File: src/rtl/inst_fetch_pkg.sv
// Shared definitions for the instruction fetch stage: reset vector, bus widths,
// stall encodings and the output slot record.
package inst_fetch_pkg;

    localparam int unsigned ADDR_W = 32;
    localparam int unsigned DATA_W = 32;

    localparam logic [ADDR_W-1:0] RESET_VECTOR = 32'h0000_0000;
    localparam logic [DATA_W-1:0] ZERO_WORD    = 32'h0000_0000;
    localparam logic [ADDR_W-1:0] INST_BYTES   = 32'h0000_0004;

    localparam logic STOP    = 1'b1;
    localparam logic NO_STOP = 1'b0;

    typedef struct packed {
        logic [ADDR_W-1:0] pc;
        logic [DATA_W-1:0] inst;
        logic              ce;
    } slot_t;

    localparam slot_t SLOT_EMPTY = {ZERO_WORD, ZERO_WORD, 1'b0};

    function automatic logic [ADDR_W-1:0] seq_pc(input logic [ADDR_W-1:0] pc);
        return pc + INST_BYTES;
    endfunction

    function automatic logic [ADDR_W-1:0] align_word(input logic [ADDR_W-1:0] a);
        return {a[ADDR_W-1:2], 2'b00};
    endfunction

endpackage

File: src/rtl/inst_fetch.sv
// Instruction fetch stage: one outstanding ROM request, a one-entry output slot
// and a one-entry overflow buffer for a word that returns while the slot is stalled.
module inst_fetch
    import inst_fetch_pkg::*;
(
    input  logic        clk,
    input  logic        rst_n,
    input  logic [5:0]  stall,
    input  logic        flush,
    input  logic [31:0] new_pc,
    input  logic        branch_flag_i,
    input  logic [31:0] branch_target_address_i,
    output logic        rom_req,
    output logic [31:0] rom_addr,
    input  logic        rom_ack,
    input  logic [31:0] rom_rdata,
    output logic [31:0] if_pc,
    output logic [31:0] if_inst,
    output logic        if_rom_ce,
    output logic        stallreq_if
);

    typedef enum logic [1:0] {
        S_IDLE = 2'd0,
        S_REQ  = 2'd1,
        S_FULL = 2'd2,
        S_DROP = 2'd3
    } state_t;

    state_t            state_r, state_s;
    logic [ADDR_W-1:0] pc_r, pc_s;
    logic [ADDR_W-1:0] addr_r, addr_s;
    logic              redir_r, redir_s;
    logic              req_r, req_s;
    slot_t             slot_r, slot_s;
    slot_t             buf_r, buf_s;

    logic              consume_s;
    logic              slot_free_s;
    logic              branch_s;
    logic [ADDR_W-1:0] tgt_s;
    logic [ADDR_W-1:0] flush_pc_s;
    logic [ADDR_W-1:0] ack_next_s;
    logic [ADDR_W-1:0] resume_s;
    logic              unused_stall_s;

    assign consume_s      = (stall[0] == NO_STOP);
    assign slot_free_s    = ~slot_r.ce | consume_s;
    assign branch_s       = branch_flag_i & consume_s;
    assign tgt_s          = align_word(branch_target_address_i);
    assign flush_pc_s     = align_word(new_pc);
    assign unused_stall_s = ^stall[5:1];

    // redir_r marks that pc_r already holds a branch target while the delay slot is still in flight.
    assign ack_next_s = branch_s ? tgt_s : (redir_r ? pc_r : seq_pc(addr_r));
    assign resume_s   = branch_s ? tgt_s : pc_r;

    // Next-state, next-pc, slot and buffer selection.
    always_comb begin
        state_s = state_r;
        pc_s    = pc_r;
        addr_s  = addr_r;
        redir_s = redir_r;
        buf_s   = buf_r;
        slot_s  = consume_s ? SLOT_EMPTY : slot_r;
        if (flush) begin
            slot_s  = SLOT_EMPTY;
            buf_s   = SLOT_EMPTY;
            pc_s    = flush_pc_s;
            redir_s = 1'b0;
            if (((state_r == S_REQ) || (state_r == S_DROP)) && !rom_ack) begin
                state_s = S_DROP;
            end else begin
                state_s = S_REQ;
                addr_s  = flush_pc_s;
            end
        end else begin
            case (state_r)
                S_IDLE: begin
                    state_s = S_REQ;
                    pc_s    = resume_s;
                    addr_s  = resume_s;
                end
                S_REQ: begin
                    if (rom_ack) begin
                        pc_s    = ack_next_s;
                        redir_s = 1'b0;
                        if (slot_free_s) begin
                            slot_s = {addr_r, rom_rdata, 1'b1};
                            addr_s = ack_next_s;
                        end else begin
                            buf_s   = {addr_r, rom_rdata, 1'b1};
                            state_s = S_FULL;
                        end
                    end else if (branch_s) begin
                        pc_s    = tgt_s;
                        redir_s = 1'b1;
                    end else begin
                        redir_s = redir_r;
                    end
                end
                S_FULL: begin
                    if (consume_s) begin
                        slot_s  = buf_r;
                        buf_s   = SLOT_EMPTY;
                        pc_s    = resume_s;
                        addr_s  = resume_s;
                        state_s = S_REQ;
                    end else begin
                        buf_s = buf_r;
                    end
                end
                S_DROP: begin
                    // The returning word belongs to the pre-flush stream and is discarded.
                    if (rom_ack) begin
                        pc_s    = resume_s;
                        addr_s  = resume_s;
                        state_s = S_REQ;
                    end else if (branch_s) begin
                        pc_s = tgt_s;
                    end else begin
                        pc_s = pc_r;
                    end
                end
                default: begin
                    state_s = S_IDLE;
                    slot_s  = SLOT_EMPTY;
                end
            endcase
        end
        req_s = (state_s == S_REQ) || (state_s == S_DROP);
    end

    // State, pc, request bus and slot registers with synchronous reset.
    always_ff @(posedge clk) begin
        if (!rst_n) begin
            state_r <= S_IDLE;
            pc_r    <= RESET_VECTOR;
            addr_r  <= ZERO_WORD;
            redir_r <= 1'b0;
            req_r   <= 1'b0;
            slot_r  <= SLOT_EMPTY;
            buf_r   <= SLOT_EMPTY;
        end else begin
            state_r <= state_s;
            pc_r    <= pc_s;
            addr_r  <= addr_s;
            redir_r <= redir_s;
            req_r   <= req_s;
            slot_r  <= slot_s;
            buf_r   <= buf_s;
        end
    end

    assign rom_req     = req_r;
    assign rom_addr    = addr_r;
    assign if_pc       = slot_r.pc;
    assign if_inst     = slot_r.inst;
    assign if_rom_ce   = slot_r.ce;
    assign stallreq_if = (req_r && !slot_r.ce && !rom_ack) ? STOP : NO_STOP;

endmodule
File: config.mk
export PLATFORM = sky130hd
export DESIGN_NAME = inst_fetch
export DESIGN_NICKNAME = d
export VERILOG_FILES = /design/src/rtl/inst_fetch_pkg.sv /design/src/rtl/inst_fetch.sv
export SDC_FILE = /design/constraint.sdc
export NUM_CORES = 1
export LEC_CHECK = 0
export ABC_AREA = 1
export CORE_AREA = 5 5 175 135
export DETAILED_ROUTE_END_ITERATION = 8
export DIE_AREA = 0 0 180 140
export PLACE_DENSITY = 0.82
export SLEW_MARGIN = 20
export SYNTH_ARGS = -nofsm -noshare
export SYNTH_HDL_FRONTEND = slang
export SYNTH_SLANG_ARGS = --single-unit
File: constraint.sdc
create_clock -name clk -period 3.7 [get_ports clk]
set_input_delay 0.74 -clock clk [delete_from_list [all_inputs] [get_ports clk]]
set_output_delay 0.74 -clock clk [all_outputs]
set_load 0.03 [all_outputs]
==> flow_summary.yaml, run 1 <==
clock_network:
  path_clk_slew_ps: 80
  cts.sink_count: 197
  cts_tree: "built"
  cts.hold.buffers_added: 0
  htreeDepth: 4
  cts_resized: 0
  cts_root_buffer: "clkbuf_16"
  clk-insertion-delay-late_ps: 440
  cts-root-to-sink-buffers: 2
  cts.repair_timing.setup_buffer_count: 0
  cts_buffers: 17
timing:
  final-hold-violation-count: 0
  worst_setup_margin_ps: 772
  final_critical_period_ps: 2930
  final_worst_path_cycle_share_pct: 79.1
  clock_skew_ps: 14.1
  max_freq_mhz: 342
  fin_tns_setup_ps: 0
  timing.final.setup_violations: 0
  timing_max_transition_violations_final: 0
  grt_setup_unrepaired: "no"
  worst_slew_pin_slew_ps: 972
  max-slew-margin-rel_pct: 35.2
routing:
  avgRoutedWirePerCell_um: 17.5
  drtIter0Drc: 1617
  num_vias: 13600
  drc_violations_left: 0
  drt-pass1-iter-count: 6
  finalWirelength_mm: 39.6
  post_drt_via_cell_ratio: 6.02
  ant_nets: 0
yosys:
  synth.top_cell.area_share_pct: 33.6
  syn_nets: 1968
  post-synth-top-area-cell: "dfxtp_1"
  ys.warnings.count: 0
  yosys_register_bits: 197
  synthTopCellsByArea: "dfxtp_1, nand2_1, a21oi_1"
  ys_seq_area_share_pct: 33.6
  synth.distinct_cells: 35
  syn_area_per_cell_um2: 6.32
  mappedNetlistArea_um2: 11700
  netlist_instances: 1856
cells_and_area:
  multi_input_comb_area_um2: 6620
  drive_above_1_share_pct: 5.09
  fill_cells: 1936
  area_taken_by_flip_flops_and_latches_um2: 3940
  layout.cells.most_common_list: "nand2_1, a21oi_1, nand3_1"
  areaGrowthSynthToFinish_pct: 21.7
  post-route-util_pct: 65.8
  layout_commonest_cell: "nand2_1"
  antenna-diode-count: 0
  final_net_count: 2065
setup_path:
  critPathLaunchType: "input port"
  cp_slowest_stage_delay_ps: 700
  worst_ep_required_time_ps: 2960
  path_cells: "clkdlybuf4s50_1, nor3_1, clkdlybuf4s50_1"
  crit_path_top_delay_cell: "clkdlybuf4s50_1"
  critical-path-top-delay-family: "buffers and inverters"
  critical_path.most_common_cell: "clkdlybuf4s50_1"
  end_kind: "primary output"
  cp.arrival_ps: 2190
  worst-setup-path-type: "in -> out"
  worstPathBufferInverterCount: 2
  worstPathMaxFanout: 4
floorplanning:
  start_util_pct: 54.0
  design.die.area_um2: 25200
  fp.dieW_um: 180
  floorplan.io_pins: 206
  floorplan.core_area_um2: 21700
  floorplan.rows: 47
  die_y_um: 140
place:
  half_perimeter_wire_length_of_the_detailed_placement_result_mm: 25.3
  gp_congestion: 0.929
  placement.io_buffers: 196
  place_ws_ps: 681
global_routing:
  largest_net_degree_at_the_start_of_global_routing: 88
  number_of_antenna_violations_at_the_first_check_in_global_routing: 0
  track_usage_pct: 29.8
  grt_pass1_wl_mm: 63.7
  gr-total-overflow: 0
  first_global_vias: 12900
pwr:
  switching_share_pct: 32.1
  power.density_cell_area_nw_per_um2: 375
  power_frac_comb_pct: 21.8
  switching_component_of_the_power_uw: 1720
  internal_power_uw: 3640
  ir_worst_vdd_uv: 295
  p_leak_uw: 0.00559
  report.power.total_uw: 5360
  sequentialPowerShare_pct: 43.5
  clkPwrFrac_pct: 34.7
min_path:
  holdCritPathClass: "reg -> reg"
run:
  maxCapViolations: 0
outcome:
  run_status: "finished clean"
cells in the mapped netlist, drive strengths merged:
master	n
a21oi	228
inv	141
nor2	96
and2	1
dfxtp	197
o31ai	9
a31oi	18
o21bai	5
a211oi	2
ha	5
a221oi	54
nand2	529
or2	6
clkinv	1
o211ai	37
o21ai	175
clkbuf	79
buf	68
nand3	201
nor3	3
o21a	1
power by group through the flow:
stage / sequential [uW] / clock (uW) / combinational, uW
floorplan: 2450 / 0 / 615
global placement: 2370 / 0 / 1110
detailed placement: 2370 / 0 / 1140
CTS: 2330 / 1860 / 1150
global route: 2340 / 1950 / 1270
finish: 2330 / 1860 / 1170
metal layers:
metal / vias to the layer above / share of wire [%] / wire [um] / global-route usage [%]
li1: 6441 / - / - / -
met2: 812 / 45 / 17900 / 47.4
met1: 6224 / 41 / 16300 / 39.8
met5: - / 0 / 0 / 0
met3: 114 / 11 / 4180 / 6.12
met4: 0 / 3.1 / 1210 / 12.5
flip-flops by register name, indices dropped and copies added, names as in the netlist:
register and count:
buf_r 65, if_inst 32, if_pc 32, if_rom_ce 1
pc_r 32, redir_r 1, rom_addr 32, rom_req 1
state_r 1
worst register-to-register path, stage by stage (launching register included):
cell and delay, ps:
dfxtp_1 550, ha_4 320, inv_2 360, o21ai_0 290, nor2_1 70, inv_2 200, buf_4 430, nand2_1 150
a21oi_1 140
path summary, 6_finish.rpt:
kind                                start          end  slack [ps]  depth (start not counted)
worst max-delay path              rom_ack  stallreq_if         770                          3
worst min register to register  buf_r[10]    buf_r[10]         460                          2
worst min-delay path            buf_r[10]    buf_r[10]         460                          2
worst max register to register    rom_req    buf_r[42]        1140                          8
logic make-up after synthesis:
family                     synth area share, %
buffers and inverters                     10.0
adders and majority gates                0.534
DFF                                       33.6
AOI/OAI and AO/OA                         26.2
and+or+nand+nor                           29.6
per-stage QoR:
stage | cell area [um^2] | hold WS [ps] | instances
after global placement | 13700 | 448 | 2228
after floorplan | 11700 | 440 | 1856
final | 14300 | 463 | 2259
after CTS | 14300 | 463 | 2259
after detailed placement | 13700 | 452 | 2228
after global routing | 14300 | 482 | 2259
final cells by class:
| class | instances | share of cell area [%] |
|---|---|---|
| inverter | 142 | 3.78 |
| clock inverter | 8 | 0.649 |
| timing repair buffer | 225 | 15.6 |
| clock buffer | 23 | 3.35 |
| tap | 294 | 2.58 |
| multi-input combinational | 1370 | 46.4 |
| sequential | 197 | 27.6 |
No activity file was read; power rests on OpenSTA's default activity.
==> run 2: changes to the inputs <==
Settings changed: CORE_AREA 5 5 175 135 to 5 5 177 136, DIE_AREA 0 0 180 140 to 0 0 182 141, PLACE_DENSITY 0.82 to 0.8.
Clock period 3.7 ns to 2.7 ns, I/O delays scaled along.
==> run 2 against run 1 <==
Effect of this change: combinational power is 42% higher; core utilization down 0.81 points; die area is 1.8% higher; first-iteration DRC count rose by 1.3%; global-route usage fell by 0.20 points; via count fell by 0.11%; total power is 40% higher; sequential share of layout area shrank 0.53 points; flip-flop and latch count unchanged; register-to-register slack got worse by 750 ps; hold slack about the same; clock power up 43%.
==> flow_summary.yaml, run 2 (synthesized netlist as in run 1, its figures left out) <==
outcome:
  run_status: "finished clean"
timing:
  max_freq_mhz: 388
  fin_tns_setup_ps: 0
  timing.final.setup_violations: 0
  clock_skew_ps: 26.7
  timing_max_transition_violations_final: 0
  grt_setup_unrepaired: "no"
  worst_slew_pin_slew_ps: 805
  final_critical_period_ps: 2580
  max-slew-margin-rel_pct: 46.3
  final-hold-violation-count: 0
  worst_setup_margin_ps: 121
  final_worst_path_cycle_share_pct: 95.5
setup_path:
  worst-setup-path-type: "reg -> out"
  crit-reg2reg-capture: "pc_r[23]"
  path_cells: "inv_1, nor3_1, clkdlybuf4s50_1"
  worstPathMaxFanout: 6
  worst_ep_required_time_ps: 2160
  cp_slowest_stage_delay_ps: 700
  worst_r2r_path_depth: 8
  critPathLaunchType: "flip-flop"
  regToRegStartpoint: "rom_req"
  crit_path_top_delay_cell: "clkdlybuf4s50_1"
  end_kind: "primary output"
  cp.arrival_ps: 2040
  slack_of_the_worst_reg_to_reg_path_ps: 390
routing:
  drtIter0Drc: 1638
  avgRoutedWirePerCell_um: 17.3
  drc_violations_left: 0
  ant_nets: 0
  post_drt_via_cell_ratio: 5.94
  drt-pass1-iter-count: 6
  finalWirelength_mm: 39.5
  num_vias: 13600
global_routing:
  first_global_vias: 12600
  grt_pass1_wl_mm: 63.5
  track_usage_pct: 29.6
  gr-total-overflow: 0
  largest_net_degree_at_the_start_of_global_routing: 68
  number_of_antenna_violations_at_the_first_check_in_global_routing: 0
cells_and_area:
  fill_cells: 1983
  final_area_um2: 14500
  final_net_count: 2084
  finish.cell_count_without_fillers: 2285
  largest_register: "buf_r"
  layout_commonest_cell: "nand2_1"
  drive_above_1_share_pct: 6.05
  largest_reg_flops: 65
  areaGrowthSynthToFinish_pct: 24.1
  antenna-diode-count: 0
  layout.cells.most_common_list: "nand2_1, a21oi_1, nand3_1"
min_path:
  holdCritPathClass: "reg -> reg"
  hold-path-endpoint: "buf_r[30]"
  min_path_cells: 2
  min_from: "buf_r[30]"
place:
  post-place-cells: 2253
  half_perimeter_wire_length_of_the_detailed_placement_result_mm: 25.6
  placement.io_buffers: 196
  place_ws_ps: 271
  gp_congestion: 0.935
  postPlaceCellArea_um2: 14000
clock_network:
  path_clk_slew_ps: 70
  cts.hold.buffers_added: 0
  cts.repair_timing.setup_buffer_count: 0
  htreeDepth: 4
  cts_resized: 0
  cts-root-to-sink-buffers: 2
  cts_root_buffer: "clkbuf_16"
  cts.sink_count: 197
  cts_buffers: 17
  clk-insertion-delay-late_ps: 450
  cts_tree: "built"
pwr:
  report.power.total_uw: 7510
  p_leak_uw: 0.00574
  power.density_cell_area_nw_per_um2: 516
  ir_worst_vdd_uv: 385
floorplanning:
  floorplan.rows: 48
  fp.dieW_um: 182
  die_y_um: 141
  floorplan.core_area_um2: 22400
  design.die.area_um2: 25700
  start_util_pct: 52.3
  floorplan.io_pins: 206
run:
  maxCapViolations: 0
run 2: cell count changes in the layout (fill, tap and decap cells not counted), moves of 2 or more:
cell       change
buf_4         +10
buf_12         +9
clkinv_2       +4
clkbuf_8       -3
clkinv_4       -3
bufinv_16      +2
run 2: cell type report:
type	instances	area, um^2	share of cell area, %
Clock buffer	20	437	3.00
Clock inverter	12	151	1.04
Inverter	142	539	3.71
Tap cell	300	375	2.58
Multi-Input combinational cell	1370	6620	45.5
Timing Repair Buffer	244	2480	17.0
Sequential cell	197	3940	27.1
run 2: metal layers:
layer  vias up  GRT usage (%)  wire length (um)
li1       6486              -                 -
met1      6210           40.7             16600
met2       779           46.4             17600
met3       101           6.14              4200
met4         0           10.7              1080
met5         -              0                 0
run 2: worst max-delay path, delay by kind of cell (launching register included):
family / cells / cell delay, ps
AND/OR/NAND/NOR: 1 / 180
buffers and inverters: 2 / 890
flip-flops: 1 / 530
run 2: how the worst max path moves through the flow:
stage                               to     from  depth (start not counted)  slack, ps
after global placement    rom_addr[21]  rom_ack                         10        320
after CTS                  stallreq_if  rom_req                          3        160
after floorplan           rom_addr[12]  rom_req                         10        660
after detailed placement       pc_r[7]    flush                          6        270
final                      stallreq_if  rom_req                          3        120
after global routing       stallreq_if  rom_req                          3         90
run 2: power by group:
part	switching, uW	internal [uW]	total, uW	leakage, uW
clock	1200	1460	2660	0.000285
combinational	1020	644	1660	0.00385
sequential	163	3030	3190	0.00161
run 2: metrics by stage:
stage / util (%) / hold WS, ps
final: 64.9 / 463
after global routing: 64.9 / 464
after CTS: 64.9 / 453
after detailed placement: 62.3 / 453
after global placement: 62.3 / 447
after floorplan: - / 440
==> run 3: changes to the inputs <==
Settings changed: CORE_AREA 5 5 177 136 to 5 5 185 142, DIE_AREA 0 0 182 141 to 0 0 190 147, PLACE_DENSITY 0.8 to 0.77.
Clock period 2.7 ns to 2.15 ns, I/O delays scaled along.
==> run 3 against run 2 <==
Effect of this change: first-iteration DRC count down 16%; setup slack worse by 80 ps; count of clock-buffer cells in the layout is 3 lower; die area is 8.8% higher; cell count increased by 3.2%; global-route usage decreased by 1.6 points; flip-flop and latch count unchanged.
==> flow_summary.yaml, run 3 (synthesized netlist as in run 1, its figures left out) <==
setup_path:
  worstPathMaxFanout: 7
  end_kind: "primary output"
  worstPathBufferInverterCount: 1
  critPathLaunchType: "flip-flop"
  crit_path_top_delay_cell: "clkdlybuf4s50_1"
  worst_ep_required_time_ps: 1720
  cp_slowest_stage_delay_ps: 740
  cp.arrival_ps: 1680
  path_cells: "clkdlybuf4s50_1"
  worst-setup-path-type: "reg -> out"
  critical-path-top-delay-family: "buffers and inverters"
clock_network:
  cts.sink_count: 197
  cts.hold.buffers_added: 0
  cts_tree: "built"
  path_clk_slew_ps: 80
  clk-insertion-delay-late_ps: 450
  htreeDepth: 4
  cts-root-to-sink-buffers: 2
  cts_root_buffer: "clkbuf_16"
  cts_buffers: 17
cells_and_area:
  layout.cells.most_common_list: "nand2_1, a21oi_1, nand3_1"
  finish.cell_count_without_fillers: 2358
  areaGrowthSynthToFinish_pct: 27.8
  largest_reg_flops: 65
  multi_input_comb_area_um2: 6640
  fill_cells: 2212
  drive_above_1_share_pct: 8.12
  largest_register: "buf_r"
  antenna-diode-count: 0
  layout_commonest_cell: "nand2_1"
  area_taken_by_flip_flops_and_latches_um2: 3940
  post-route-util_pct: 61.2
  final_net_count: 2119
floorplanning:
  die_y_um: 147
  fp.dieW_um: 190
  start_util_pct: 47.9
  floorplan.rows: 50
  floorplan.core_area_um2: 24500
  floorplan.io_pins: 206
  design.die.area_um2: 27900
outcome:
  run_status: "finished clean"
timing:
  grt_setup_unrepaired: "yes"
  fin_tns_setup_ps: 0
  worst_slew_pin_slew_ps: 539
  timing_max_transition_violations_final: 0
  timing.final.setup_violations: 0
  final_worst_path_cycle_share_pct: 98.1
  clock_skew_ps: 10.2
  final_critical_period_ps: 2110
  max-slew-margin-rel_pct: 64.1
  final-hold-violation-count: 0
  max_freq_mhz: 474
  fin_worst_hold_slack_ps: 450
global_routing:
  number_of_antenna_violations_at_the_first_check_in_global_routing: 0
  gr-total-overflow: 0
  first_global_vias: 12700
  grt_pass1_wl_mm: 64.9
  largest_net_degree_at_the_start_of_global_routing: 83
  track_usage_pct: 28.0
pwr:
  ir_worst_vdd_uv: 525
  p_leak_uw: 0.00611
  power.density_cell_area_nw_per_um2: 633
place:
  post-place-cells: 2326
  half_perimeter_wire_length_of_the_detailed_placement_result_mm: 26.9
  placement.io_buffers: 196
  gp_congestion: 0.953
routing:
  finalWirelength_mm: 40.7
  avgRoutedWirePerCell_um: 17.2
  ant_nets: 0
  post_drt_via_cell_ratio: 5.73
  drt-pass1-iter-count: 7
  drtIter0Drc: 1382
  num_vias: 13500
  drc_violations_left: 0
min_path:
  holdCritPathClass: "in -> reg"
run:
  maxCapViolations: 0
## run 3: cell types whose count changed in the layout (fill, tap and decap cells not counted), moves of 3 or more
cell             delta
buf_4              +26
clkdlybuf4s50_1    -18
dlygate4sd2_1       +9
dlymetal6s2s_1      +8
buf_12              +6
inv_6               +5
buf_6               +3
clkbuf_1            -3
clkinv_2            -3
clkinv_4            +3
## run 3: final cells by class
| type | count | share of cell area, % |
|---|---|---|
| clock inverters | 15 | 1.13 |
| multi-input cells | 1370 | 44.3 |
| inverters | 142 | 3.60 |
| flip-flops and latches | 197 | 26.3 |
| well taps | 338 | 2.82 |
| clock buffers | 17 | 2.84 |
| repair buffers | 279 | 19.0 |
## run 3: where the power goes
part | internal (uW) | total (uW) | switching, uW
Clock | 1750 | 3340 | 1590
Sequential | 3800 | 3960 | 157
Combinational | 851 | 2180 | 1330
## run 3: repair_timing
action | in CTS | in global routing
resized for setup | 10 | 17
endpoints found under the setup margin | 10 | 74
buffers inserted | 0 | 0
## run 3: final timing paths
path                start           end  slack, ps  cells past startpoint
max          rom_addr[25]  rom_addr[25]         40                      1
min              stall[0]       pc_r[1]        450                      3
max reg2reg       rom_req   rom_addr[5]         60                      9
min reg2reg      buf_r[8]      buf_r[8]        460                      2
## run 3: layer usage
layer  track usage, %  routed length (um)  share of wire [%]  vias up
met5                0                   0                  0        -
met4             9.40                 918                2.3        0
met3             5.01                3520                8.6       76
met2             45.4               18600                 46      653
met1             37.9               17600                 43     6215
li1                 -                   -                  -     6558
## run 3: through the flow
stage               total power (uW)  setup slack, ps  instance area (um^2)
floorplan                       5280              106                 11700
global placement                6150            -30.8                 14300
detailed placement              6200            -89.4                 14300
CTS                             9490             1.50                 14900
global route                    9870            -18.9                 15000
finish                          9490             40.9                 15000
